**config.mk**
```make
export PLATFORM = sky130hd
export DESIGN_NAME = command_frame_decoder
export DESIGN_NICKNAME = d
export VERILOG_FILES = /design/src/rtl/command_frame_decoder.sv
export SDC_FILE = /design/constraint.sdc
export NUM_CORES = 1
export LEC_CHECK = 0
export ABC_AREA = 1
export BUFFER_PORTS_ARGS = -buffer_cell sky130_fd_sc_hd__buf_2
export CAP_MARGIN = 40
export CELL_PAD_IN_SITES_DETAIL_PLACEMENT = 0
export CELL_PAD_IN_SITES_GLOBAL_PLACEMENT = 1
export CORE_UTILIZATION = 44
export CTS_CLUSTER_SIZE = 12
export DETAILED_ROUTE_END_ITERATION = 6
export GPL_TIMING_DRIVEN = 0
export HOLD_SLACK_MARGIN = 0.05
export PLACE_DENSITY = 0.88
export RECOVER_POWER = 100
export SYNTH_ARGS = -nofsm -noshare
export SYNTH_HDL_FRONTEND = slang
export SYNTH_SLANG_ARGS = --single-unit
```
**constraint.sdc**
```tcl
create_clock -name clk_i -period 1.95 [get_ports clk_i]
set_input_delay 0.585 -clock clk_i [delete_from_list [all_inputs] [get_ports clk_i]]
set_output_delay 0.585 -clock clk_i [all_outputs]
set_load 0.05 [all_outputs]
```
**src/rtl/command_frame_decoder.sv**
```systemverilog
// Byte-stream frame decoder: SYNC, ADDR, DATA, XOR checksum -> single-cycle register write.
// Optional CMD_DECODER_ACK_EN adds an ack byte channel (5A good, E1 checksum, E2 timeout).
module command_frame_decoder #(
  parameter logic [7:0]  SYNC_BYTE      = 8'hA5,
  parameter int unsigned ADDR_WIDTH     = 16,
  parameter int unsigned DATA_WIDTH     = 32,
  parameter int unsigned TIMEOUT_CYCLES = 100000
) (
  input  logic                  clk_i,
  input  logic                  rst_n_i,
  input  logic [7:0]            byte_i,
  input  logic                  byte_valid_i,
  output logic                  byte_ready_o,
  output logic [ADDR_WIDTH-1:0] cmd_addr_o,
  output logic [DATA_WIDTH-1:0] cmd_data_o,
  output logic                  cmd_valid_o,
  output logic [15:0]           frame_count_o,
  output logic [15:0]           error_count_o,
`ifdef CMD_DECODER_ACK_EN
  output logic [7:0]            ack_byte_o,
  output logic                  ack_valid_o,
  input  logic                  ack_ready_i,
`endif
  output logic                  busy_o
);

  localparam int unsigned ADDR_BYTES = ADDR_WIDTH / 8;
  localparam int unsigned DATA_BYTES = DATA_WIDTH / 8;
  localparam int unsigned MAX_BYTES  = (ADDR_BYTES > DATA_BYTES) ? ADDR_BYTES : DATA_BYTES;
  localparam int unsigned IDX_W      = $clog2(MAX_BYTES + 1);
  localparam int unsigned TMO_W      = $clog2(TIMEOUT_CYCLES);

  localparam logic [IDX_W-1:0] ADDR_LAST = IDX_W'(ADDR_BYTES - 1);
  localparam logic [IDX_W-1:0] DATA_LAST = IDX_W'(DATA_BYTES - 1);
  localparam logic [TMO_W-1:0] TMO_LAST  = TMO_W'(TIMEOUT_CYCLES - 1);

  localparam logic [2:0] ST_HUNT  = 3'd0;
  localparam logic [2:0] ST_ADDR  = 3'd1;
  localparam logic [2:0] ST_DATA  = 3'd2;
  localparam logic [2:0] ST_CSUM  = 3'd3;
  localparam logic [2:0] ST_ISSUE = 3'd4;

  logic [2:0]            state_q, state_d;
  logic [IDX_W-1:0]      idx_q, idx_d;
  logic [7:0]            csum_q, csum_d;
  logic [TMO_W-1:0]      tmo_q, tmo_d;
  logic [ADDR_WIDTH-1:0] addr_sr_q, addr_sr_d, cmd_addr_q, cmd_addr_d;
  logic [DATA_WIDTH-1:0] data_sr_q, data_sr_d, cmd_data_q, cmd_data_d;
  logic [15:0]           frame_cnt_q, err_cnt_q;
  logic                  accept, in_frame, timeout, frame_inc, err_inc, ack_block;

  assign accept   = byte_valid_i && byte_ready_o;
  assign in_frame = (state_q == ST_ADDR) || (state_q == ST_DATA) || (state_q == ST_CSUM);
  assign timeout  = in_frame && (tmo_q == TMO_LAST);

  always_comb begin
    state_d    = state_q;
    idx_d      = idx_q;
    csum_d     = csum_q;
    tmo_d      = tmo_q;
    addr_sr_d  = addr_sr_q;
    data_sr_d  = data_sr_q;
    cmd_addr_d = cmd_addr_q;
    cmd_data_d = cmd_data_q;
    frame_inc  = 1'b0;
    err_inc    = 1'b0;
    if (in_frame) tmo_d = accept ? '0 : tmo_q + 1'b1;
    // A byte arriving on the timeout cycle is dropped, never re-examined as SYNC.
    if (timeout) begin
      state_d = ST_HUNT;
      err_inc = 1'b1;
    end else begin
      case (state_q)
        ST_HUNT: begin
          if (accept && (byte_i == SYNC_BYTE)) begin
            state_d = ST_ADDR;
            idx_d   = '0;
            csum_d  = '0;
            tmo_d   = '0;
          end
        end
        ST_ADDR: begin
          if (accept) begin
            addr_sr_d = ADDR_WIDTH'({addr_sr_q, byte_i});
            csum_d    = csum_q ^ byte_i;
            if (idx_q == ADDR_LAST) begin
              idx_d   = '0;
              state_d = ST_DATA;
            end else begin
              idx_d = idx_q + 1'b1;
            end
          end
        end
        ST_DATA: begin
          if (accept) begin
            data_sr_d = DATA_WIDTH'({data_sr_q, byte_i});
            csum_d    = csum_q ^ byte_i;
            if (idx_q == DATA_LAST) begin
              idx_d   = '0;
              state_d = ST_CSUM;
            end else begin
              idx_d = idx_q + 1'b1;
            end
          end
        end
        ST_CSUM: begin
          if (accept) begin
            if (byte_i == csum_q) begin
              state_d    = ST_ISSUE;
              frame_inc  = 1'b1;
              cmd_addr_d = addr_sr_q;
              cmd_data_d = data_sr_q;
            end else begin
              state_d = ST_HUNT;
              err_inc = 1'b1;
            end
          end
        end
        ST_ISSUE: state_d = ST_HUNT;
        default:  state_d = ST_HUNT;
      endcase
    end
  end

  always_ff @(posedge clk_i or negedge rst_n_i) begin
    if (!rst_n_i) begin
      state_q     <= ST_HUNT;
      idx_q       <= '0;
      csum_q      <= '0;
      tmo_q       <= '0;
      addr_sr_q   <= '0;
      data_sr_q   <= '0;
      cmd_addr_q  <= '0;
      cmd_data_q  <= '0;
      frame_cnt_q <= '0;
      err_cnt_q   <= '0;
    end else begin
      state_q    <= state_d;
      idx_q      <= idx_d;
      csum_q     <= csum_d;
      tmo_q      <= tmo_d;
      addr_sr_q  <= addr_sr_d;
      data_sr_q  <= data_sr_d;
      cmd_addr_q <= cmd_addr_d;
      cmd_data_q <= cmd_data_d;
      if (frame_inc && (frame_cnt_q != 16'hFFFF)) frame_cnt_q <= frame_cnt_q + 16'd1;
      if (err_inc && (err_cnt_q != 16'hFFFF))     err_cnt_q   <= err_cnt_q + 16'd1;
    end
  end

`ifdef CMD_DECODER_ACK_EN
  logic       ack_pending_q;
  logic [7:0] ack_byte_q, ack_code;

  always_comb begin
    ack_code = 8'h5A;
    if (timeout)      ack_code = 8'hE2;
    else if (err_inc) ack_code = 8'hE1;
  end

  always_ff @(posedge clk_i or negedge rst_n_i) begin
    if (!rst_n_i) begin
      ack_pending_q <= 1'b0;
      ack_byte_q    <= '0;
    end else if (frame_inc || err_inc) begin
      ack_pending_q <= 1'b1;
      ack_byte_q    <= ack_code;
    end else if (ack_pending_q && ack_ready_i) begin
      ack_pending_q <= 1'b0;
    end
  end

  // Only HUNT is gated, so an in-flight frame and its ISSUE cycle are never stalled.
  assign ack_block   = ack_pending_q && (state_q == ST_HUNT);
  assign ack_byte_o  = ack_byte_q;
  assign ack_valid_o = ack_pending_q;
`else
  assign ack_block = 1'b0;
`endif

  assign byte_ready_o  = (state_q != ST_ISSUE) && !ack_block;
  assign cmd_valid_o   = (state_q == ST_ISSUE);
  assign cmd_addr_o    = cmd_addr_q;
  assign cmd_data_o    = cmd_data_q;
  assign frame_count_o = frame_cnt_q;
  assign error_count_o = err_cnt_q;
  assign busy_o        = (state_q != ST_HUNT);

endmodule

```
# Word level (Yosys, flattened, before mapping)
# Cells that the tools add are included.
[totals]
inputBits = 11
elab_cells = 87
out_inout_bits = 83
regBits = 159
[op_classes]
bitwise_logic = 2
reduce_logical = 18
n_mux = 31
n_addsub = 4
eq_ne = 22
[op_table]
columns = ["cell", "count"]
rows = [
  ["$mux 17", 5],
  ["$mux 3", 13],
  ["$add 16x1->16 const B", 2],
  ["$ne 16x16->1 const B", 2],
  ["$add 17x1->17 const B", 1],
  ["$eq 17x17->1 const B", 1],
  ["$mux 8", 2],
  ["$pmux 8 s2", 1],
  ["$ne 3x3->1 const B", 5],
  ["$pmux 3 s4", 1],
  ["$eq 3x2->1 const B", 3],
  ["$pmux 3 s3", 1],
  ["$eq 8x8->1", 1],
  ["$eq 8x8->1 const B", 1],
  ["$mux 1", 8],
  ["$reduce_and 4->1", 2],
  ["$xor 8x8->8", 1],
  ["$eq 3x1->1 const B", 2],
  ["$ne 2x2->1 const B", 3],
  ["$ne 3x2->1 const B", 2],
  ["$reduce_and 3->1", 2],
  ["$reduce_and 6->1", 1],
  ["$reduce_bool 3->1", 2],
  ["$logic_and 1x1->1", 5],
  ["9 further kinds", 10],
]

# Depth between registers and ports, before layout
[logic_depth]
word_depth = 7
depth_mapped = 12
mapped_depth_nobuf = 11

# Worst setup path before layout
# OpenSTA, ideal clock, no wires.
[synth_timing]
kind = "reg-to-reg"
startpoint = "register err_cnt_q[0], in the netlist error_count_o[0]"
endpoint = "register err_cnt_q[3], in the netlist error_count_o[3]"
path_slack_ps = -129
period_less_slack_ps = 2079
setup_ps = 120
stages_incl_launch_ff = 10
path_buffers = 1
required_time_ps = 1830
t_arrival_ps = 1959
cell_sequence = "dfrtp_1 ha_1 nand3_2 nor3_2 nand2_1 nor2_2 nand3_4 buf_2 nand3_1 nand2_1"
[synth_via]
elab_chain_len = 2
elab_cells_between_ends = 3
cone_classes = "1 x add/sub; 1 x eq/ne; 1 x reduce/logical"
[synth_lines]
columns = ["item", "line", "rtl"]
rows = [
  ["start, declared", "49", "logic [15:0] frame_cnt_q, err_cnt_q;"],
  ["start signal, assigned", "147", "if (err_inc && (err_cnt_q != 16'hFFFF)) err_cnt_q <= err_cnt_q + 16'd1;"],
  ["branches (longest 2 deep; another with $add 16x1->16)", "--", ""],
]
# Parallel ways; which one is timed is not known.
# A chain may end at the register's enable or synchronous reset.

# Final worst setup path
[layout_timing]
startpoint = "register state_q[0]"
endpoint = "output byte_ready_o"
[layout_via]
elab_chain_len = 1
[layout_lines]
columns = ["item", "line", "rtl"]
rows = [
  ["start, declared", "43", "logic [2:0] state_q, state_d;"],
  ["start signal, assigned", "138", "state_q <= state_d;"],
  ["$ne 3x3->1", "181", "assign byte_ready_o = (state_q != ST_ISSUE) && !ack_block;"],
  ["end, declared", "13", "output logic byte_ready_o,"],
]
# Every way passes these cells.

==> Flow_metrics.wiki <==
{| class="wikitable"
! Metric !! Value
|-
| Outcome || completed
|-
| CP Buf/Inv Count || 3
|-
| Worst endpoint required time || 1360 ps
|-
| Wire length per cell || 14.2 um
|-
| Share of synthesized flip-flops with an asynchronous set or reset || 100%
|-
| Clock tree from TritonCTS || yes
|-
| Area of the mapped netlist || 7870 sq um
|-
| Clk pwr share || 33.7%
|-
| Level count of the clock H-tree || 4
|-
| Total instance count after detailed placement || 1,270
|-
| Via count normalized by instance count || 5.03
|-
| Max Cap Viol || 0
|-
| Area taken by flip-flops and latches || 3980 sq um
|-
| Sequential share of power || 42.4%
|-
| Global placer's final weighted congestion || 0.881
|-
| Area taken by multi-input logic gates || 3430 sq um
|-
| Vias in the first global route || 6,202
|-
| Final count of hold timing violations || 0
|-
| Cell with the most instances after synthesis || sky130_fd_sc_hd__nand2_1
|-
| Arrival time of data at the critical path endpoint || 1350 ps
|-
| Ant diodes || 0
|-
| Standard-cell row count || 48
|-
| I/O Buffers || 93
|-
| Portion of the post-synthesis area used by sequential elements || 50.6%
|-
| Total via count in the routed design || 6,641
|-
| Combinational share of power || 23.9%
|-
| Library cell used as clock root buffer || sky130_fd_sc_hd__clkbuf_16
|-
| Fin Clk Skew || 17.3 ps
|-
| Critical Setup Path Class || flop to output pin
|-
| I/O Pins || 94
|-
| Mean instance size in the synthesized netlist || 8.27 sq um
|-
| Die boundary width || 136 um
|-
| Pin slew with the least headroom to its limit || 652 ps
|-
| Top Family by Delay on Critical Path || flip-flops
|-
| IR Drop Worst-Case VDD || 0.000738 V
|-
| Endpoint class of the critical path || output pin
|-
| Switching fraction of total power || 33.6%
|-
| Max stage delay on crit path || 390 ps
|-
| Final max-slew violation count || 0
|-
| Initial antenna violation count || 0
|-
| End-of-flow core utilization || 54.9%
|-
| Antenna Nets Post-Route || 0
|-
| Headroom to the max-slew limit || 56.5%
|-
| FF+latch count, synth || 159
|-
| Syn Nets || 969
|-
| Peak clock frequency supported by timing || 0.518 GHz
|-
| Cells along the critical path || inv_2 > nand2_4 > nor2_4 > inv_2 > buf_6
|-
| Total Power Consumption || 10.4 mW
|-
| CTS sink count || 159
|-
| Number of enable flip-flop cells after synthesis || 0
|-
| Total wirelength of the detailed-routed design || 18,700 um
|-
| Internal power consumption || 6.92 mW
|-
| # fillers || 1,635
|-
| Global Route Usage Sum || 21.7%
|-
| Clock-pin slew on the worst setup and hold paths || 70 ps
|-
| Synth Warn # || 0
|-
| Post-route DRC violation count || 0
|-
| Pre-Repair DR Iteration Count || 5
|-
| Leak || 5.05 nW
|-
| Final cell count without fillers || 1,320
|-
| Worst hold path type || input port to flop
|-
| Setup repair after global routing missed its margin || yes
|-
| Layout cells sized above 1 || 21.1%
|-
| Crit path max fanout || 4
|-
| First-pass GRT wire length || 30,900 um
|-
| Period Utilization, post-route || 99.0%
|-
| Floorplan Core Area || 17,400 sq um
|-
| Switching power || 3.49 mW
|-
| Grt ovf || 0
|-
| Layout area overhead || 21.2%
|-
| Die outline area || 18,400 sq um
|-
| Later-pin clock latency in the skew report || 440 ps
|-
| Initial Utilization || 45.3%
|-
| CP dominant cell by count || sky130_fd_sc_hd__inv_2
|-
| Largest net degree at the start of global routing || 116
|-
| Number of distinct standard cells referenced by the synthesized netlist || 38
|-
| Biggest area contributors in the synthesized netlist || sky130_fd_sc_hd__dfrtp_1, sky130_fd_sc_hd__nand2_1, sky130_fd_sc_hd__nand3_1, sky130_fd_sc_hd__o21ai_0, sky130_fd_sc_hd__inv_1
|-
| Initial DRC Count || 401
|-
| Setup slack at placement || -440 ps
|-
| Nature of the critical path startpoint || flop
|-
| Post-layout net count || 1,103
|-
| Setup Viol. Count Final || 0
|-
| Clock buffers created by TritonCTS || 17
|-
| Vertical die dimension || 136 um
|-
| Library cell with the largest summed area after synthesis || sky130_fd_sc_hd__dfrtp_1
|-
| Worst path setup slack after routing || 19.3 ps
|-
| Top flip-flop cell by instance count after synthesis || sky130_fd_sc_hd__dfrtp_1
|-
| Number of cells produced by synthesis || 951
|-
| Power per unit of standard cell area || 1090 nW/um^2
|-
| Cell with the largest stage delay on the worst path || sky130_fd_sc_hd__dfrtp_1
|-
| Cell types with the highest counts after synthesis || sky130_fd_sc_hd__nand2_1, sky130_fd_sc_hd__dfrtp_1, sky130_fd_sc_hd__nand3_1
|-
| Post-synth top area share || 50.6%
|-
| Min Tclk post-route || 1930 ps
|-
| Detail Placement HPWL || 13,100 um
|-
| Maximum buffer depth of the clock tree || 2
|}
[final timing paths]
| kind | end | slack [ps] | startpoint | cells past startpoint |
|---|---|---|---|---|
| min reg2reg | data_sr_q[24] | 470 | data_sr_q[24] | 2 |
| max | byte_ready_o | 20 | state_q[0] | 5 |
| max in group asynchronous | cmd_addr_o[11] | 370 | rst_n_i | 3 |
| max reg2reg | data_sr_q[19] | 100 | tmo_q[0] | 9 |
| min in group asynchronous | cmd_data_o[28] | 620 | rst_n_i | 2 |
| min | data_sr_q[2] | 440 | byte_i[2] | 3 |
[worst reg2reg max path: stages (launching register included)]
cell                       delay [ps]
sky130_fd_sc_hd__dfrtp_1          410
sky130_fd_sc_hd__ha_1             240
sky130_fd_sc_hd__nand3_2          150
sky130_fd_sc_hd__nor2_8           150
sky130_fd_sc_hd__nand3_4          180
sky130_fd_sc_hd__nand2_8          170
sky130_fd_sc_hd__inv_6             80
sky130_fd_sc_hd__clkbuf_4         190
sky130_fd_sc_hd__nand3_1          120
sky130_fd_sc_hd__nand2_1           70
[flip-flops by register name (all words and copies together), names as in the netlist]
| register | flops |
|---|---|
| addr_sr_q | 16 |
| csum_q | 8 |
| data_sr_q | 32 |
| tmo_q | 17 |
| state_q | 3 |
| error_count_o | 16 |
| idx_q | 3 |
| cmd_addr_o | 16 |
| frame_count_o | 16 |
| cmd_data_o | 32 |
[routing by layer]
metal	up-vias	GRT usage [%]	part of all wire [%]
met1	3136	30.1	47
li1	3337	-	-
met4	0	7.43	1.8
met5	-	0	0
met3	24	4.45	4.5
met2	144	33.5	46
[power groups by stage]
stage	Combinational [mW]	Sequential, mW	Clock (mW)
floorplan	1.63	4.46	0
global placement	2.22	4.46	0
detailed placement	2.27	4.47	0
CTS	2.41	4.40	3.58
global route	2.86	4.50	3.70
finish	2.49	4.42	3.51
[kinds of logic after synthesis]
kind of cell               Yosys count  share of synthesized area, %
xor gates and xnor gates            28                          3.12
AOI/OAI and AO/OA                   94                          6.52
and+or+nand+nor                    555                          31.9
adders and majority gates            7                          1.11
buffers and inverters              108                          6.76
DFF                                159                          50.6
[stage by stage]
step                      instance area [sq um]  TNS [ps]  hold slack, ps
after detailed placement                   8650    -23160             460
final                                      9530         0             438
after global placement                     8620   -372230             454
after floorplan                            7870         0             289
after global routing                       9530      -222             457
after CTS                                  9360     -5.01             441
[cell usage in the layout (no fill, tap or decap), drive strengths merged, types with 2 or more instances in the layout]
cell type / count
a21oi: 8
buf: 132
bufinv: 4
clkbuf: 34
clkinv: 3
clkinvlp: 4
dfrtp: 159
ha: 7
inv: 74
nand2: 354
nand3: 92
nand3b: 2
nand4: 25
nor2: 60
nor3: 19
nor3b: 2
o21ai: 84
xnor2: 8
xor2: 20
[what timing repair did]
action,CTS,global route
endpoints found under the setup margin,13,142
cloned,0,1
gates resized for setup,10,28
pin swaps,2,9
hold endpoints to repair,3,0
buffers inserted,8,11
hold buffers,1,0
[cell type report]
class | count | share of cell area [%]
plain buffers | 35 | 2.85
clock buffers | 17 | 4.46
clock inverters | 12 | 1.94
inverters | 73 | 2.93
multi-input cells | 684 | 36.0
flip-flops and latches | 159 | 41.8
well taps | 225 | 2.95
repair buffers | 115 | 7.09
No activity file was read; power rests on OpenSTA's default activity.
